<file path="src/rtl/chan_reduce_unit.sv">
// Operand bank with a sequential fold engine: CHANNELS registers folded one per cycle by mode (wrap/sat sum, max, xor).
// Latency CHANNELS+1 edges from start to the done pulse; no backpressure, loads and start are ignored while busy.
module chan_reduce_unit #(
  parameter int WIDTH    = 4,
  parameter int CHANNELS = 4
) (
  input  logic                clk,
  input  logic                rst_n,
  input  logic [WIDTH-1:0]    ld_data,
  input  logic [CHANNELS-1:0] ld_sel,
  input  logic                start,
  input  logic [1:0]          mode,
  output logic                busy,
  output logic                done,
  output logic [WIDTH-1:0]    result,
  output logic                ovf
);

  localparam int IW = $clog2(CHANNELS + 1);
  localparam logic [IW-1:0] LAST_IDX = IW'(CHANNELS - 1);

  typedef enum logic {IDLE, RUN} state_t;

  state_t           state, state_nxt;
  logic [WIDTH-1:0] ch [CHANNELS];
  logic [WIDTH-1:0] acc, acc_nxt, cur;
  logic             acc_ovf, ovf_nxt;
  logic [IW-1:0]    idx;
  logic [1:0]       mode_q;
  logic [WIDTH:0]   sum;
  logic             last;

  always_comb begin
    cur = '0;
    for (int i = 0; i < CHANNELS; i++) begin
      if (idx == IW'(i)) cur = ch[i];
    end
    sum     = {1'b0, acc} + {1'b0, cur};
    acc_nxt = acc;
    ovf_nxt = 1'b0;
    // Saturation stays sticky without extra state: once acc is all-ones any add carries or adds zero.
    case (mode_q)
      2'b00: begin
        acc_nxt = sum[WIDTH-1:0];
        ovf_nxt = acc_ovf | sum[WIDTH];
      end
      2'b01: begin
        acc_nxt = sum[WIDTH] ? {WIDTH{1'b1}} : sum[WIDTH-1:0];
        ovf_nxt = acc_ovf | sum[WIDTH];
      end
      2'b10:   acc_nxt = (cur > acc) ? cur : acc;
      default: acc_nxt = acc ^ cur;
    endcase
    last = (idx == LAST_IDX);

    state_nxt = state;
    case (state)
      IDLE:    if (start) state_nxt = RUN;
      default: if (last)  state_nxt = IDLE;
    endcase
  end

  always_ff @(posedge clk) begin
    if (!rst_n) begin
      state   <= IDLE;
      acc     <= '0;
      acc_ovf <= 1'b0;
      idx     <= '0;
      mode_q  <= 2'b00;
      result  <= '0;
      ovf     <= 1'b0;
      done    <= 1'b0;
      for (int i = 0; i < CHANNELS; i++) ch[i] <= '0;
    end else begin
      state <= state_nxt;
      done  <= 1'b0;
      if (state == IDLE) begin
        for (int i = 0; i < CHANNELS; i++) begin
          if (ld_sel[i]) ch[i] <= ld_data;
        end
        if (start) begin
          mode_q  <= mode;
          acc     <= '0;
          acc_ovf <= 1'b0;
          idx     <= '0;
        end
      end else begin
        acc     <= acc_nxt;
        acc_ovf <= ovf_nxt;
        idx     <= idx + IW'(1);
        if (last) begin
          result <= acc_nxt;
          ovf    <= ovf_nxt;
          done   <= 1'b1;
        end
      end
    end
  end

  assign busy = (state == RUN);

endmodule

</file>
<file path="config.mk">
export PLATFORM = sky130hd
export DESIGN_NAME = chan_reduce_unit
export DESIGN_NICKNAME = d
export VERILOG_FILES = /design/src/rtl/chan_reduce_unit.sv
export SDC_FILE = /design/constraint.sdc
export NUM_CORES = 1
export LEC_CHECK = 0
export CORE_ASPECT_RATIO = 0.5
export CORE_MARGIN = 2
export CORE_UTILIZATION = 56
export CTS_CLUSTER_DIAMETER = 60
export DETAILED_ROUTE_END_ITERATION = 12
export HOLD_SLACK_MARGIN = 0.05
export PLACE_DENSITY = 0.87
export SLEW_MARGIN = 20
export SYNTH_ARGS = -nofsm -noshare
export SYNTH_HDL_FRONTEND = slang
export SYNTH_SLANG_ARGS = --single-unit
</file>
<file path="constraint.sdc">
create_clock -name clk -period 3.2 [get_ports clk]
set_input_delay 0.64 -clock clk [delete_from_list [all_inputs] [get_ports clk]]
set_output_delay 0.64 -clock clk [all_outputs]
set_load 0.005 [all_outputs]
</file>
==> impl_results.md <==
* Vias at 1622
* R2r setup slk at 160 ps
* Max clock buf depth at 2
* Buffers on Ports at 19
* Count of cell types in the netlist at 44
* R2r startpoint: idx[0]
* Mapped Area at 1900 um^2
* Reg clk slew, reported paths at 70 ps
* Yosys reg bits at 33
* Post-synth top area share at 25.3%
* Hold WS at 480 ps
* # setup viols final at 0
* Main flop type after synthesis: dfxtp_1
* Remaining DRCs at 0
* GRT Overall Usage at 24.2%
* Startpoint Class: flip-flop
* Peak VDD IR at 0.219 mV
* R2r endpoint: acc[1]
* Worst-case reg-to-reg path depth at 12
* H-tree Lvls at 2
* Crit path DAT at 3210 ps
* Seq/Total Area, Yosys at 43.2%
* Layout cells sized above 1 at 6.70%
* PwrDens at 497 nW/um^2
* RSZ-0062 raised after global routing: no
* Total Die Area at 3910 um^2
* Critical path fanouts, max at 8
* Final Hold Viols at 0
* Starting density of the core at 61.0%
* Inst Count DP at 255
* Largest cells by area after synthesis: edfxtp_1 25%, dfxtp_1 18%, ha_1 9.2%
* Net switching power at 0.315 mW
* Clock Skews at 6.72 ps
* CP cell instances: inv_1, ha_1, a21oi_1, o21ai_0, a32o_1, ha_1, and4bb_1, or2_4, o21ai_4, mux2i_2, buf_4, o31ai_2
* Fin cells at 264
* Max-cap violations at 0
* Mapped Nets at 226
* Cell family with most CP delay: compound AO/OA/AOI/OAI gates
* Gpl congestion at 1.02
* Setup tns final at 0 ps
* Sequential share of power at 42.9%
* Slew Limit Fails at 0
* 1st-iter DRT viols at 129
* NumNets Final at 251
* Pint at 0.808 mW
* Slew margin rel. at 45.2%
* DP Wirelength at 3150 um
* Die height at 45.2 um
* Drt total wl at 4310 um
* Final min period at 3040 ps
* Ys async rst share at 0%
* Sw Ratio at 28.0%
* Largest net degree at the start of global routing at 21
* Required time of the critical path at 3360 ps
* Clk pwr share at 34.1%
* Synth cell count leaders: 17 x dfxtp_1, 17 x o21ai_0, 16 x and3_1, 16 x edfxtp_1, 15 x inv_1
* Leading area contributor after synthesis: edfxtp_1
* Worst hold path depth at 2
* Die X at 86.4 um
* Area Growth Syn to Fin at 18.9%
* EDFF count, synth at 16
* Syn Inst Count at 198
* Peak Freq at 329 MHz
* WL/cell at 16.3 um
* CTS tree: yes
* Outcome: finished clean
* ANT cells at 0
* Avg Inst Size Synth at 9.61 um^2
* Worst path slowest cell: dfxtp_1
* CTS Buf Count at 5
* Io pins at 20
* First-pass GRT wire length at 6930 um
* LEAKAGE at 0.916 nW
* HP Start: result[2]
* Detail Route Antenna Nets at 0
* Most used cell, CP: ha_1
* Worst-margin pin slew at 815 ps
* Hold Path End: result[2]
* Yosys Warn Count at 0
* Clock latency at the later pin of the worst-skew pair at 290 ps
* GRT overflow at 0
* Sink Count at 33
* WS Path Type: reg -> reg
* Initial antenna violation count at 0
* # rows at 14
* Core footprint at 3120 um^2
* Bufs and invs on worst path at 2
* DRT Pass-1 Iters at 5
* Part of the total power dissipated in combinational logic at 23.0%
* Vias in the first global route at 1508
* Final period util at 95.1%
* DR vias/cell at 6.14
* Clock Root Buffer: clkbuf_8
* Critical path's largest stage delay at 400 ps
* Nature of the critical path endpoint: flip-flop
* Hold Path Class: reg -> reg
[through the flow]
stage | utilization, % | setup WS (ps) | total power, mW | cell area, um^2
after floorplan | - | 520 | 0.660 | 1900
after global placement | 68.7 | 263 | 0.722 | 2140
after detailed placement | 68.7 | 157 | 0.732 | 2140
after CTS | 72.2 | 119 | 1.11 | 2250
after global routing | 72.5 | 5.02 | 1.16 | 2260
final | 72.5 | 157 | 1.12 | 2260
[cell usage in the layout, fill, tap and decap left out, types with 2 or more instances in the layout]
master,instances
inv_1,15
nand2b_1,5
o22ai_1,2
buf_4,3
nor2_1,13
nor3_1,5
dfxtp_1,17
o21ai_0,17
o21ai_1,3
clkdlybuf4s50_1,19
o211ai_1,3
mux2i_1,2
edfxtp_1,16
a32o_1,4
clkbuf_8,5
o21a_1,3
a21oi_1,8
nor2b_1,10
ha_1,14
a211oi_1,2
nand2_1,12
a31oi_1,3
and3_1,16
[layout make-up]
| type | instances | area [um^2] |
|---|---|---|
| multi-input cells | 146 | 1010 |
| fillers | 223 | 857 |
| flip-flops and latches | 33 | 821 |
| repair buffers | 22 | 213 |
| clock buffers | 6 | 72.6 |
| inverters | 15 | 56.3 |
| well taps | 40 | 50.0 |
| clock inverters | 2 | 35.0 |
[worst max path at each step]
stage                 from         to  depth (start not counted)
global placement    idx[0]  result[1]                         11
CTS                 idx[0]  result[1]                         11
detailed placement  idx[0]  result[1]                         11
finish              idx[0]     acc[1]                         12
floorplan           idx[0]  result[1]                         11
global route        idx[0]     acc[1]                         12
[what timing repair did]
item,CTS,global route
setup endpoints to repair,0,1
hold buffers,0,0
resized for setup,0,1
hold endpoints to repair,0,0
setup buffers,0,1
[flip-flops by register name (all words and copies together) (netlist names)]
name     cells
ch          16
acc          4
result       4
idx          3
mode_q       2
acc_ovf      1
busy         1
done         1
ovf          1
[per-layer routing]
layer	up-vias	track usage, %	wire length [um]
met1	753	28.6	1830
met5	-	0	0
li1	776	-	-
met3	11	6.03	344
met4	0	9.06	76
met2	82	43.8	2070
[power groups by stage]
stage / clock, mW / sequential [mW] / combinational, mW
after floorplan: 0 / 0.486 / 0.175
after global placement: 0 / 0.489 / 0.233
after detailed placement: 0 / 0.490 / 0.243
after CTS: 0.381 / 0.481 / 0.246
after global routing: 0.397 / 0.484 / 0.281
final: 0.384 / 0.482 / 0.258
[worst min-delay path, stage by stage (launching register included)]
cell and delay, ps:
dfxtp_1 330, nand2_1 50, o211ai_1 70
[cell families after synthesis]
| family | synth area share [%] |
|---|---|
| simple gates | 20.3 |
| compound gates | 20.5 |
| flops | 43.2 |
| buf+inv | 3.75 |
| fa+ha+maj | 10.3 |
| mux | 1.58 |
| xor+xnor | 0.461 |
(Power assumes the default switching activity.)
